`src/rtl/alsu_result_monitor.sv`:
```
// ALSU result monitor: buffers qualified ALSU results in a small FIFO drained
// through a valid/ready port, keeps running statistics (saturating sum,
// min/max, sample and drop counters) and flags the ALSU invalid-operation
// LED blink pattern once it has persisted for BLINK_LIMIT cycles.
module alsu_result_monitor #(
    parameter int DEPTH       = 8,
    parameter int ACC_W       = 12,
    parameter int BLINK_LIMIT = 4
) (
    input  logic                     clk,
    input  logic                     rst,
    input  logic                     clr,
    input  logic                     in_valid,
    input  logic [5:0]               in_data,
    input  logic [15:0]              leds_in,
    output logic                     out_valid,
    input  logic                     out_ready,
    output logic [5:0]               out_data,
    output logic [$clog2(DEPTH):0]   fifo_count,
    output logic [ACC_W-1:0]         acc,
    output logic                     acc_sat,
    output logic [5:0]               min_val,
    output logic [5:0]               max_val,
    output logic [7:0]               sample_cnt,
    output logic [7:0]               drop_cnt,
    output logic                     blink_alarm
);

    localparam int AW = $clog2(DEPTH);
    localparam int CW = AW + 1;

    localparam logic [CW-1:0]           DEPTH_C  = CW'(DEPTH);
    localparam logic [4:0]              LIMIT_C  = 5'(BLINK_LIMIT);
    localparam logic signed [5:0]       SMP_MAX  = 6'sb011111;
    localparam logic signed [5:0]       SMP_MIN  = 6'sb100000;
    localparam logic signed [ACC_W-1:0] ACC_MAX  = {1'b0, {(ACC_W-1){1'b1}}};
    localparam logic signed [ACC_W-1:0] ACC_MIN  = {1'b1, {(ACC_W-1){1'b0}}};

    // Signed view of the incoming ALSU result.
    logic signed [5:0] sample;
    assign sample = in_data;

    // Adds a sign-extended sample to the accumulator one bit wider than the
    // accumulator, then clamps. Returns {clamped_flag, clamped_sum}.
    function automatic logic [ACC_W:0] sat_add(
        input logic signed [ACC_W-1:0] a,
        input logic signed [5:0]       d
    );
        logic [ACC_W:0] s;
        logic [ACC_W:0] r;
        s = {a[ACC_W-1], a} + {{(ACC_W-5){d[5]}}, d};
        if (s[ACC_W] != s[ACC_W-1]) begin
            // The two top bits disagree: the true sum left the ACC_W range.
            r = {1'b1, (s[ACC_W] ? ACC_MIN : ACC_MAX)};
        end else begin
            r = {1'b0, s[ACC_W-1:0]};
        end
        return r;
    endfunction

    // Increments an 8-bit counter, holding at 255.
    function automatic logic [7:0] sat_inc8(input logic [7:0] c);
        return (c == 8'hFF) ? c : c + 8'd1;
    endfunction

    // FIFO state; storage is not reset, occupancy and pointers are.
    logic signed [5:0] mem [DEPTH];
    logic [AW-1:0]     wr_ptr;
    logic [AW-1:0]     rd_ptr;
    logic [CW-1:0]     count;

    // Statistics and blink state.
    logic signed [ACC_W-1:0] acc_q;
    logic                    acc_sat_q;
    logic signed [5:0]       min_q;
    logic signed [5:0]       max_q;
    logic [7:0]              sample_q;
    logic [7:0]              drop_q;
    logic [15:0]             leds_prev;
    logic [4:0]              blink_run;
    logic                    alarm_q;

    // Combinational decode.
    logic                    push;
    logic                    pop;
    logic                    drop;
    logic                    blink_event;
    logic [4:0]              run_next;
    logic [ACC_W:0]          acc_add;
    logic signed [ACC_W-1:0] acc_next;
    logic                    acc_clamp;

    assign out_valid   = (count != '0);
    assign out_data    = mem[rd_ptr];
    assign fifo_count  = count;
    assign acc         = acc_q;
    assign acc_sat     = acc_sat_q;
    assign min_val     = min_q;
    assign max_val     = max_q;
    assign sample_cnt  = sample_q;
    assign drop_cnt    = drop_q;
    assign blink_alarm = alarm_q;

    // Handshake decode, saturating sum and next blink run length.
    always_comb begin
        pop         = 1'b0;
        push        = 1'b0;
        drop        = 1'b0;
        blink_event = 1'b0;
        run_next    = '0;
        acc_add     = '0;
        acc_next    = acc_q;
        acc_clamp   = 1'b0;

        pop  = out_valid && out_ready;
        // A same-cycle pop frees a slot, so a full FIFO can still accept.
        push = in_valid && ((count < DEPTH_C) || pop);
        drop = in_valid && !push;

        acc_add   = sat_add(acc_q, sample);
        acc_next  = acc_add[ACC_W-1:0];
        acc_clamp = acc_add[ACC_W];

        blink_event = (leds_in == ~leds_prev);
        if (blink_event) begin
            run_next = (blink_run == LIMIT_C) ? LIMIT_C : blink_run + 5'd1;
        end
    end

    // FIFO storage write.
    always_ff @(posedge clk) begin
        if (push) begin
            mem[wr_ptr] <= sample;
        end
    end

    // FIFO pointers and occupancy; rst discards all queued entries at once.
    always_ff @(posedge clk or posedge rst) begin
        if (rst) begin
            wr_ptr <= '0;
            rd_ptr <= '0;
            count  <= '0;
        end else begin
            if (push) begin
                wr_ptr <= wr_ptr + 1'b1;
            end
            if (pop) begin
                rd_ptr <= rd_ptr + 1'b1;
            end
            case ({push, pop})
                2'b10:   count <= count + 1'b1;
                2'b01:   count <= count - 1'b1;
                default: count <= count;
            endcase
        end
    end

    // Running statistics; clr wins over a same-cycle sample.
    always_ff @(posedge clk or posedge rst) begin
        if (rst) begin
            acc_q     <= '0;
            acc_sat_q <= 1'b0;
            min_q     <= SMP_MAX;
            max_q     <= SMP_MIN;
            sample_q  <= '0;
            drop_q    <= '0;
        end else if (clr) begin
            acc_q     <= '0;
            acc_sat_q <= 1'b0;
            min_q     <= SMP_MAX;
            max_q     <= SMP_MIN;
            sample_q  <= '0;
            drop_q    <= '0;
        end else if (in_valid) begin
            acc_q     <= acc_next;
            acc_sat_q <= acc_sat_q | acc_clamp;
            if (sample < min_q) begin
                min_q <= sample;
            end
            if (sample > max_q) begin
                max_q <= sample;
            end
            sample_q <= sat_inc8(sample_q);
            if (drop) begin
                drop_q <= sat_inc8(drop_q);
            end
        end
    end

    // Blink detector: leds_prev always tracks the bus, even during clr.
    always_ff @(posedge clk or posedge rst) begin
        if (rst) begin
            leds_prev <= '0;
            blink_run <= '0;
            alarm_q   <= 1'b0;
        end else begin
            leds_prev <= leds_in;
            if (clr) begin
                blink_run <= '0;
                alarm_q   <= 1'b0;
            end else begin
                blink_run <= run_next;
                if (run_next == LIMIT_C) begin
                    alarm_q <= 1'b1;
                end
            end
        end
    end

endmodule
```
`config.mk`:
```
export PLATFORM = sky130hd
export DESIGN_NAME = alsu_result_monitor
export DESIGN_NICKNAME = d
export VERILOG_FILES = /design/src/rtl/alsu_result_monitor.sv
export SDC_FILE = /design/constraint.sdc
export NUM_CORES = 1
export LEC_CHECK = 0
export CAP_MARGIN = 40
export CORE_MARGIN = 5
export CORE_UTILIZATION = 55
export CTS_CLUSTER_SIZE = 16
export DETAILED_ROUTE_END_ITERATION = 12
export PLACE_DENSITY_LB_ADDON = 0.2
export SLEW_MARGIN = 5
export SYNTH_ARGS = -nofsm -noshare
export SYNTH_HDL_FRONTEND = slang
export SYNTH_SLANG_ARGS = --single-unit
```
`constraint.sdc`:
```
create_clock -name clk -period 3.53 [get_ports clk]
set_clock_uncertainty 0.2 [all_clocks]
set_input_delay 0.5295 -clock clk [delete_from_list [all_inputs] [get_ports clk]]
set_output_delay 0.5295 -clock clk [all_outputs]
set_load 0.1 [all_outputs]
```
-- Word level (Yosys, flattened, before mapping)
Memory sizes are Yosys's and may differ from the RTL's.
Cells that the tools add are included.
- bits in registers: 73
- memory bits (writable): 48
- bits of input ports: 27
- output and inout port bits: 53
- logic and storage cells: 79
- memories kept: 1
- add/subtract/negate cells: 8
- magnitude comparators: 3
- equality and inequality tests: 10
- muxes and demuxes: 27
- bitwise operators: 2
- reductions and logical operators: 16
- memory list (memory ; words ; bits a word ; rd ports ; clocked after memory_dff ; write ports ; line ; source):
    mem ; 8 ; 6 ; 1 ; 0 ; 1 ; 67 ; logic signed [5:0] mem [DEPTH];
- operators by type and width (cell ; number):
    $mux 8 ; 7
    $mux 12 ; 3
    $mux 6 ; 6
    $add 8x1->8 const B ; 2
    $eq 16x16->1 ; 1
    $eq 8x8->1 const B ; 2
    $not 16->16 ; 1
    $mux 5 ; 3
    $add 12x6->13 ; 1
    $mux 13 ; 1
    $reduce_bool 2->1 ; 6
    $eq 5x3->1 const B ; 2
    $pmux 4 s2 ; 1
    $add 3x1->3 const B ; 2
    $gt 6x6->1 ; 1
    $lt 6x6->1 ; 1
    $mux 1 ; 6
    $reduce_and 2->1 ; 3
    $add 5x1->5 const B ; 1
    $add 4x1->4 const B ; 1
    $lt 4x4->1 const B ; 1
    $ne 2x2->1 const B ; 2
    $reduce_bool 4->1 ; 1
    $sub 4x1->4 const B ; 1
    other kinds (8) ; 10

-- Depth between registers and ports, before layout
- word-level depth: 9
- gate-level depth with buffers: 10
- depth with buffers taken out: 10

-- Least setup slack after synthesis
Ideal clock, no wire load.
- path type: register to register
- start: reg count[0] (netlist: fifo_count[0])
- end: reg count[3] (netlist: fifo_count[3])
- library setup time: 0.162 ns
- arrival time: 3.346 ns
- required time: 3.168 ns
- path slack: -0.179 ns
- cell stages (with the launch flop): 11
- path buffers: 0
- clock period less this slack: 3.709 ns
- path through: dfrtp_1 or4_1 nand2_1 inv_1 ha_1 ha_1 a21o_1 a21oi_1 xnor2_1 nor2_1 xor2_1
- word-level cells in the longest chain between the ends: 6
- elaborated cells between the ends (all ways): 11
- classes of those cells: 2 x add/sub; 1 x order compare; 2 x eq/ne; 1 x mux; 5 x reduce/logical
- ends and longest elaborated chain (item ; line ; source):
    from (decl) ; 70 ; logic [CW-1:0] count;
    from (signal assigned) ; 151 ; 2'b10: count <= count + 1'b1;
    from (signal assigned) ; 152 ; 2'b01: count <= count - 1'b1;
    from (signal assigned) ; 153 ; default: count <= count;
    $reduce_bool 4->1 (*) ; 93 ; assign out_valid = (count != '0);
    net out_valid ; 16 ; output logic out_valid,
    $logic_and 1x1->1 (*) ; 115 ; pop = out_valid && out_ready;
    net pop ; 85 ; logic pop;
    $logic_or 1x1->1 ; 117 ; push = in_valid && ((count < DEPTH_C) || pop);
    $logic_and 1x1->1 ; 117 ;
    $eq 2x1->1 / $eq 2x2->1 (equally long branches) ; 150 ; case ({push, pop})
    $pmux 4 s2 / $reduce_bool 2->1 (equally long branches) ; -- ;
Mark *: on every way through the listed nets, which the timed path passes. The rest lies on a longest branch.
A chain may end at the register's enable or synchronous reset.

-- Final worst setup path
- start: reg rd_ptr[0]
- end: out out_data[5]
- word-level cells in the longest chain between the ends: 1
- ends and longest elaborated chain (item ; line ; source):
    from (decl) ; 69 ; logic [AW-1:0] rd_ptr;
    from (signal assigned) ; 148 ; rd_ptr <= rd_ptr + 1'b1;
    $mem_v2 8x6 ; -- ;
    to (decl) ; 18 ; output logic [5:0] out_data,
Every way passes these cells.

==> run metrics <==
DIE HEIGHT 115 um; Remaining DRCs 0; worst reg2reg setup slack roughly 600 ps; Reg2Reg Depth 9; Fillers 731; Worst Max-Slew Pin Slew ~630 ps; startpoint types flip-flop; Total Neg Setup Slack 0 ps; Worst-path clk slew around 60 ps; initial antenna violation count 0; Tcrit/Tclk final 0.896; GRT overflow 0; routability cong. approximately 0.89; worst skew pair latency roughly 500 ps; Max IR drop VDD about 640 uV; routed len/inst 17.9 um; Antenna Cells 0; largest net degree at the start of global routing 42; Mapped Cells 486; sequential element share of the synthesized area 0.545; final setup fails 0; M3 GR Usage 0.0645; minimum hold slack 246 ps; final core occ 0.734; Post-CTS Setup Repair Bufs 0; r2r startpoint acc[0]; GR Util met1 0.281; Synthesized Nets 547; synth-to-layout area growth 31.7%; crit-path max FO 9; Final Hold Viols 0; clock root cell clkbuf_8; P_leak between 3 and 4 nW; synthesized area approximately 0.0060 mm2; Nets 670; All-Layer GR Usage 0.223; f_max 316 MHz; EDFF count, synth 48; hold buffers post-CTS 0; Slew HR 0.577; Arr. time, crit path about 2400 ps; status finished, final reports clean; DRT Pass-1 Iters 5; synth top area cells dfrtp_1, edfxtp_1, ha_1; post-cts sizing count 0; Max Cap Viol 0; asr flop ratio synth 0.603; HPWL after detailed placement approximately 9.3 mm; final total power about 6.0 mW; die width between 100 and 150 um; initial DRC count roughly 230; Power Dens Cells between 700 and 800 mW/mm2; Rows 38; top cells by count, synth dfrtp_1, nor2_1, edfxtp_1; port bufs between 70 and 80; CORE AREA approximately 0.011 mm2; layout cell share with drive strength beyond 1 0.225; Synth top area share 0.279; Synth Flop Type dfrtp_1; final max-slew violation count 0; number of global-route vias before repair approximately 4500; Routed WL 13.6 mm; DR vias around 4300; min Tclk post-route 3160 ps; htree depth 4; Die ar. 0.0131 mm2; Synth Area per Inst roughly 12 um2; CTS tree yes; total CTS buffers 17; Clock Tree Buf Depth 2; Reg-to-Reg End acc_sat; CP endpoint kind output pin; post-synth top area cell dfrtp_1; GR Util met2 0.373; Worst Setup Path Type flip-flop to output pin; RSZ-0062 raised after global routing no; register bit total from synthesis between 100 and 150; drt via density around 5.6; Synth warnings 0; Starting Density 0.557; sequential cell area roughly 0.0033 mm2; area occupied by multi-input gates 0.00257 mm2; first-pass GRT wire length between 20 and 25 mm; Synth cell types between 60 and 70; worst hold path type input pin to async pin; io pins 80; dpl cells 730; Detail Route Antenna Nets 0; clk sinks 121; Layout Cells excl Fill roughly 760; most frequent cell after synthesis dfrtp_1; CP Data Required Time between 2000 and 3000 ps; GRT busiest layer met2
layout make-up:
| cell class | count | share of cell area |
|---|---|---|
| sequential | 121 | 0.413 |
| multi-input combinational | 325 | 0.324 |
| timing repair buffer | 118 | 0.152 |
| tap | 140 | 0.0221 |
| clock buffer | 21 | 0.0595 |
| clock inverter | 11 | 0.0169 |
| inverter | 26 | 0.0123 |
power breakdown:
| group | internal [mW] | total, mW | switching [mW] |
|---|---|---|---|
| logic | 0.814 | 2.39 | 1.57 |
| registers | 1.65 | 1.83 | 0.178 |
| clock network | 1.10 | 1.75 | 0.653 |
| total | 3.57 | 5.97 | 2.40 |
worst max-delay path, cell delays in order, from the launching register on:
cell and delay (ps):
dfrtp_1 520, buf_4 290, mux4_2 570, mux2_2 300
buf_4 240
flip-flops by register name, indices dropped and copies added (netlist names):
register     flops
sample_cnt       8
drop_cnt         8
leds_prev       16
max_val          6
rd_ptr           3
min_val          6
mem             48
acc_sat          1
blink_alarm      1
acc             12
wr_ptr           3
blink_run        5
fifo_count       4
worst max-delay path by stage:
stage                        startpoint            end  slack (ps)  depth (start not counted)
final                         rd_ptr[0]    out_data[5]         370                          4
after detailed placement     in_data[5]        acc_sat          10                          9
after global placement       in_data[5]        acc_sat          80                          9
after global routing          rd_ptr[0]    out_data[5]         240                          4
after floorplan           fifo_count[0]  fifo_count[3]         190                         10
after CTS                     rd_ptr[0]    out_data[5]         320                          4
cells by family (layout without fill, tap and decap cells):
kind of cell               Yosys count  in the layout  synth area share
xor gates and xnor gates            45             45            0.0655
muxes                               31             31            0.0784
and+or+nand+nor                    117            117            0.0924
adders and majority gates           34             34            0.0732
buffers and inverters               40            176            0.0289
AOI/OAI and AO/OA                   98             98             0.117
DFF                                121            121             0.545
routing by layer:
metal / vias up / share of wire
li1: 2021 / -
met1: 2125 / 0.41
met2: 130 / 0.51
met3: 19 / 0.060
met4: 0 / 0.013
met5: - / 0
layout by cell type, fill, tap and decap left out, drive strengths merged, types with 3 or more instances in the layout:
cell type / count
dfrtp: 67
buf: 67
clkdlybuf4s50: 51
nor2: 51
edfxtp: 48
ha: 32
xor2: 30
inv: 29
a21oi: 26
nand2: 24
clkbuf: 21
o21ai: 19
a211oi: 16
xnor2: 15
mux4: 12
mux2i: 10
mux2: 9
nand4: 9
nand2b: 7
a21o: 7
dfstp: 6
o22a: 5
nand3: 5
and3: 5
o21a: 4
clkinv: 4
nor3: 3
o211ai: 3
a311oi: 3
per-stage QoR:
step	setup slack, ps	instance area [um2]
after floorplan	186	6020
after global placement	84.8	6940
after detailed placement	10.0	7320
after CTS	315	7920
after global routing	244	7920
final	366	7920
No activity file was read; power rests on OpenSTA's default activity.
